--- src/rtl/credit_reg_bank.sv ---
// Bank of per-channel credit registers with LOAD / saturating ADD / guarded SUB / CLEAR; 1-cycle op latency.
// No backpressure: every en strobe is accepted; q/zero are a combinational view of channel sel.
module credit_reg_bank #(
  parameter int WIDTH    = 5,
  parameter int CHANNELS = 4,
  parameter int MAX_VAL  = 2**WIDTH-1,
  localparam int SELW    = $clog2(CHANNELS)
) (
  input  logic             clk,
  input  logic             rst,
  input  logic             clr_all,
  input  logic             en,
  input  logic [1:0]       op,
  input  logic [SELW-1:0]  sel,
  input  logic [WIDTH-1:0] d,
  output logic [WIDTH-1:0] q,
  output logic             zero,
  output logic             ovf,
  output logic             unf,
  output logic             done
);

  typedef enum logic [1:0] {
    OP_LOAD  = 2'b00,
    OP_ADD   = 2'b01,
    OP_SUB   = 2'b10,
    OP_CLEAR = 2'b11
  } op_e;

  localparam logic [WIDTH:0]   MAX_EXT = (WIDTH+1)'(MAX_VAL);
  localparam logic [WIDTH-1:0] MAX_W   = WIDTH'(MAX_VAL);

  logic [WIDTH-1:0] r_ch [CHANNELS];
  logic             r_ovf;
  logic             r_unf;
  logic             r_done;

  logic             w_sel_ok;
  logic [WIDTH-1:0] w_cur;
  logic [WIDTH:0]   w_sum;
  logic [WIDTH-1:0] w_nxt;
  logic             w_set_ovf;
  logic             w_set_unf;

  // Out-of-range sel (non-power-of-two bank) matches no channel, so it reads 0.
  always_comb begin
    w_cur = '0;
    for (int i = 0; i < CHANNELS; i++) begin
      if (SELW'(i) == sel) w_cur = r_ch[i];
    end
  end

  assign w_sel_ok = (32'(sel) < 32'(CHANNELS));
  assign w_sum    = {1'b0, w_cur} + {1'b0, d};

  always_comb begin
    w_nxt     = w_cur;
    w_set_ovf = 1'b0;
    w_set_unf = 1'b0;
    case (op_e'(op))
      OP_LOAD: begin
        if ({1'b0, d} > MAX_EXT) begin
          w_nxt     = MAX_W;
          w_set_ovf = 1'b1;
        end else begin
          w_nxt = d;
        end
      end
      OP_ADD: begin
        if (w_sum > MAX_EXT) begin
          w_nxt     = MAX_W;
          w_set_ovf = 1'b1;
        end else begin
          w_nxt = w_sum[WIDTH-1:0];
        end
      end
      OP_SUB: begin
        // A refused SUB leaves the credit untouched rather than wrapping.
        if (d <= w_cur) w_nxt = w_cur - d;
        else            w_set_unf = 1'b1;
      end
      default: w_nxt = '0;
    endcase
  end

  always_ff @(posedge clk or posedge rst) begin
    if (rst) begin
      for (int i = 0; i < CHANNELS; i++) r_ch[i] <= '0;
      r_ovf  <= 1'b0;
      r_unf  <= 1'b0;
      r_done <= 1'b0;
    end else if (clr_all) begin
      for (int i = 0; i < CHANNELS; i++) r_ch[i] <= '0;
      r_ovf  <= 1'b0;
      r_unf  <= 1'b0;
      r_done <= 1'b1;
    end else begin
      r_ovf  <= 1'b0;
      r_unf  <= 1'b0;
      r_done <= 1'b0;
      if (en && w_sel_ok) begin
        for (int i = 0; i < CHANNELS; i++) begin
          if (SELW'(i) == sel) r_ch[i] <= w_nxt;
        end
        r_ovf  <= w_set_ovf;
        r_unf  <= w_set_unf;
        r_done <= 1'b1;
      end
    end
  end

  assign q    = w_cur;
  assign zero = (w_cur == '0);
  assign ovf  = r_ovf;
  assign unf  = r_unf;
  assign done = r_done;

endmodule

--- config.mk ---
export PLATFORM = sky130hd
export DESIGN_NAME = credit_reg_bank
export DESIGN_NICKNAME = d
export VERILOG_FILES = /design/src/rtl/credit_reg_bank.sv
export SDC_FILE = /design/constraint.sdc
export NUM_CORES = 1
export LEC_CHECK = 0
export ABC_AREA = 1
export BUFFER_PORTS_ARGS = -buffer_cell sky130_fd_sc_hd__buf_4
export CAP_MARGIN = 20
export CORE_MARGIN = 4
export CORE_UTILIZATION = 59
export CTS_CLUSTER_DIAMETER = 200
export CTS_CLUSTER_SIZE = 40
export DETAILED_ROUTE_END_ITERATION = 10
export PLACE_DENSITY = 0.9
export SYNTH_ARGS = -nofsm -noshare
export SYNTH_HDL_FRONTEND = slang
export SYNTH_SLANG_ARGS = --single-unit
--- constraint.sdc ---
create_clock -name clk -period 5.8 [get_ports clk]
set_input_delay 1.45 -clock clk [delete_from_list [all_inputs] [get_ports clk]]
set_output_delay 1.45 -clock clk [all_outputs]
set_load 0.01 [all_outputs]
==> metrics list <==
- Status: finished clean
* Leading post-synthesis cells by cell area: dfrtp_1 (31%), nand2_1 (19%), nand3_1 (10%), inv_1 (8.2%), ha_1 (6.8%)
- Post-placement cell count: 334
* CTS Hold Buffers Added: 0
- The critical path in this run is classified as primary input to primary output.
- CTS Buf Count: 3
- The final count of hold timing violations was 0.
- Combinational family with the most area after synthesis: simple AND/OR/NAND/NOR gates
- Share of Yosys cell area claimed by the top area cell type: 31.3%
* Layout cells sized above 1: 15.9%
- Worst Clk Skew: 8.16 ps
* Critical Path Most Common Cell: buf_4
- The number of global-route vias before repair came to approximately 1,600.
- Routability-driven placement congestion ratio: 0.932
- Path class of the lowest-slack min-delay path: flip-flop to flip-flop
- Relative area change from synthesis to final layout: 11.1%
- The Yosys step of the flow raised 0 warnings.
* Critical Path Source Type: primary input
- Of the total synthesized cell area, the portion taken by AND, OR, NAND and NOR gates is between 40% and 50%.
* Crit path setup slack, layout: about 1700 ps
- Summed over all instances, the cell type with the most area after synthesis is dfrtp_1.
- Largest stage delay, worst path: 240 ps
- After global routing the overflow that remains totals 0.
- XOR/XNOR share of the synthesized area: 0.477%
- In this run, the number of DRC markers left after iteration 0 of detailed routing was approximately 160.
- In this run the number of cells on the critical path is 8.
* Number of buffers inserted by post-CTS setup repair: 0
* Input/output buffers: 21
- Site row count: 19
- Number of stages on the worst hold path: 2
- Synth Cell Area: 1840 um^2
* Distinct cell type count of the synthesized netlist: 27
- Die Span X: between 60 and 70 um
* WL final: 4270 um
- Based on the critical path, the design can be clocked at up to 244 MHz.
* Kind of end point of the critical path: primary output
* CTS Root Cell: clkbuf_4
- Max Slew Vio Count: 0
- Initial cell density of the core: 63.9%
- Traced cell by cell, the critical path runs through buf_4 -> inv_2 -> nor2_2 -> nand2_1 -> a21oi_4 -> nand3_1 -> nor3_1 -> buf_4.
* Slowest cell on the critical path: a21oi_4
* Pre-CTS setup slack: 1730 ps
- Number of fillers in the final layout: 253
* Time the worst path needs with I/O delays and setup: ~4000 ps
- The library cell used most frequently in the layout, excluding fill and tap cells, is nand2_1.
* Critical path fanouts, max: 9
* Headroom to the max-slew limit: between 40% and 50%
- Summing the sequential cell areas from Yosys gives a little under a third of the chip area.
* Max rail drop VDD: 0.000217 V
- Across the run, the number of max-cap violations was 0.
* Clock latency reported for the late side of the worst-skew pair: 320 ps
* Setup repair after global routing missed its margin: no
* Compound-gate portion of the synthesized area: 7.56%
* DRC Markers: 0
- Die area: 4070 um^2
- Global routing used 22.6% of the available tracks across all layers.
- HPWL after DPL: between 3000 and 4000 um
* Slew at the pin closest to its max-slew limit: 851 ps
- Number of vias in the routed layout: 1,813
* Remaining antenna violation count after routing: 0
* Commonest non-fill, non-tap cells in the layout: nand2_1 (91), inv_1 (40), nand3_1 (38)
- In this run the number of H-tree levels came out at 1.
- STA puts the critical path data required time at 4350 ps.
- After the last flow step, the layout net total stands at ~320.
- Clock-pin slew on the worst setup and hold paths: ~120 ps
- Largest net degree at the start of global routing: 24
- The routed design uses 1820 um of met2 wire.
- The initial antenna violation count came to 0.
* CTS tree: done
- CTS Sinks: 23
- Combined flip-flop and latch cell area: 576 um^2
- Syn Inst Count: 276
- Summing all multi-input logic gate instances after layout gives approximately 1100 um^2.
- In the final routed layout, each cell accounts on average for 12.6 um.
* Buf+Inv Stages, Crit Path: 3
- Once the clock tree was built, the resizer swapped 0 gates to a different size.
* Final period util: 70.6%
- The synthesized design contains 23 register bits.
- Kind of cell adding the most delay to the critical path: simple AND/OR/NAND/NOR gates
- Data arrival time of the critical path: 2640 ps
- Metal3 WL: 407 um
* Y dimension of the die: 63.8 um
- Power per cell area: around 240 nW/um^2
* Leakage power: between 1 and 1.5 nW
* Clock Tree Buf Depth: 2
* Top sig layer: met4
* Worst R2R Path Depth: 14
* Aggregate negative setup slack: 0 ps
* First-pass iteration count of the detailed router: 4
* Layout Cells excl Fill: 338
* Count of pins on the block boundary: 22
* Vias per cell: 5.36
- Setup violations remaining at the end of the flow were counted as 0.
- Power Total: 486 uW
- Detailed-routing wirelength on met1: 1970 um
* Adder-Cell Fraction of Synth Area: 8.99%
- The number of nets handed over by synthesis was 301.
- After synthesis, the mean cell area works out to 6.66 um^2.
- Of the post-synthesis cell area, the part taken by muxes is 0%.
- Global-route wire length before repair: 7360 um
* Area of the core region: 2880 um^2
* Antenna diodes: 0
[Yosys cell counts]
master,instances
nand4_1,2
xor2_1,1
nor4_1,1
nand2_2,6
o21ai_0,6
o21ai_2,1
nand3_2,1
inv_1,40
nand2_1,91
a21oi_2,1
fa_1,2
nand3b_1,4
nor2_4,1
nor2_1,19
buf_4,1
a21oi_1,5
ha_1,10
buf_6,1
a21oi_4,2
dfrtp_1,23
a22o_1,1
buf_2,3
nor3_1,1
nor2_2,5
nand3_1,38
o21ai_1,5
inv_2,5
[state kept, by name, indices dropped and copies added (netlist names)]
signal,count
ovf,1
r_ch,20
unf,1
done,1
[routing by layer]
layer | up-vias | track usage (%)
li1 | 905 | -
met1 | 813 | 34.8
met2 | 84 | 32.0
met3 | 11 | 4.38
met4 | 0 | 6.20
met5 | - | 0
[area by class of cell]
class                      instances  share of cell area (%)
multi-input combinational        203                    51.9
sequential                        23                    28.2
inverter                          45                    8.27
timing repair buffer              21                    7.72
tap                               42                    2.57
clock buffer                       3                    1.10
clock inverter                     1                   0.245
[stage by stage]
| step | utilization (%) | instance area [um^2] | hold slack (ps) |
|---|---|---|---|
| 2_1_floorplan | - | 1840 | 440 |
| 3_3_place_gp | 70.0 | 2010 | 459 |
| 3_5_place_dp | 70.0 | 2010 | 464 |
| 4_1_cts | 71.0 | 2040 | 495 |
| 5_1_grt | 71.0 | 2040 | 539 |
| 6_report | 71.0 | 2040 | 496 |
[cells by family (layout without fill, tap and decap cells)]
logic type      Yosys count  count (layout)
buf+inv                  50              70
flops                    23              23
fa+ha+maj                12              12
simple gates            169             169
compound gates           21              21
xor+xnor                  1               1
[tightest hold or removal path, delay by kind of cell (launching register included)]
kind | cells | cell delay [ps]
flip-flops | 1 | 360
AND/OR/NAND/NOR | 2 | 110
[report_power, final]
part           total (mW)  leakage [nW]  internal, mW  switching, mW
registers           0.195         0.303         0.182         0.0126
clock network      0.0740        0.0177        0.0259         0.0481
logic               0.218         0.878        0.0762          0.141
[path summary, 6_finish.rpt]
check / startpoint / end / slack [ps]
setup / recovery: sel[1] / zero / 1710
hold / removal: r_ch[18]$_DFFE_PP0P_ / r_ch[18]$_DFFE_PP0P_ / 500
setup reg to reg: r_ch[19]$_DFFE_PP0P_ / r_ch[5]$_DFFE_PP0P_ / 3300
hold reg to reg: r_ch[18]$_DFFE_PP0P_ / r_ch[18]$_DFFE_PP0P_ / 500
max in group asynchronous: rst / r_ch[14]$_DFFE_PP0P_ / 3980
min in group asynchronous: rst / r_ch[19]$_DFFE_PP0P_ / 1290
Power figures use the tool's default switching activity.
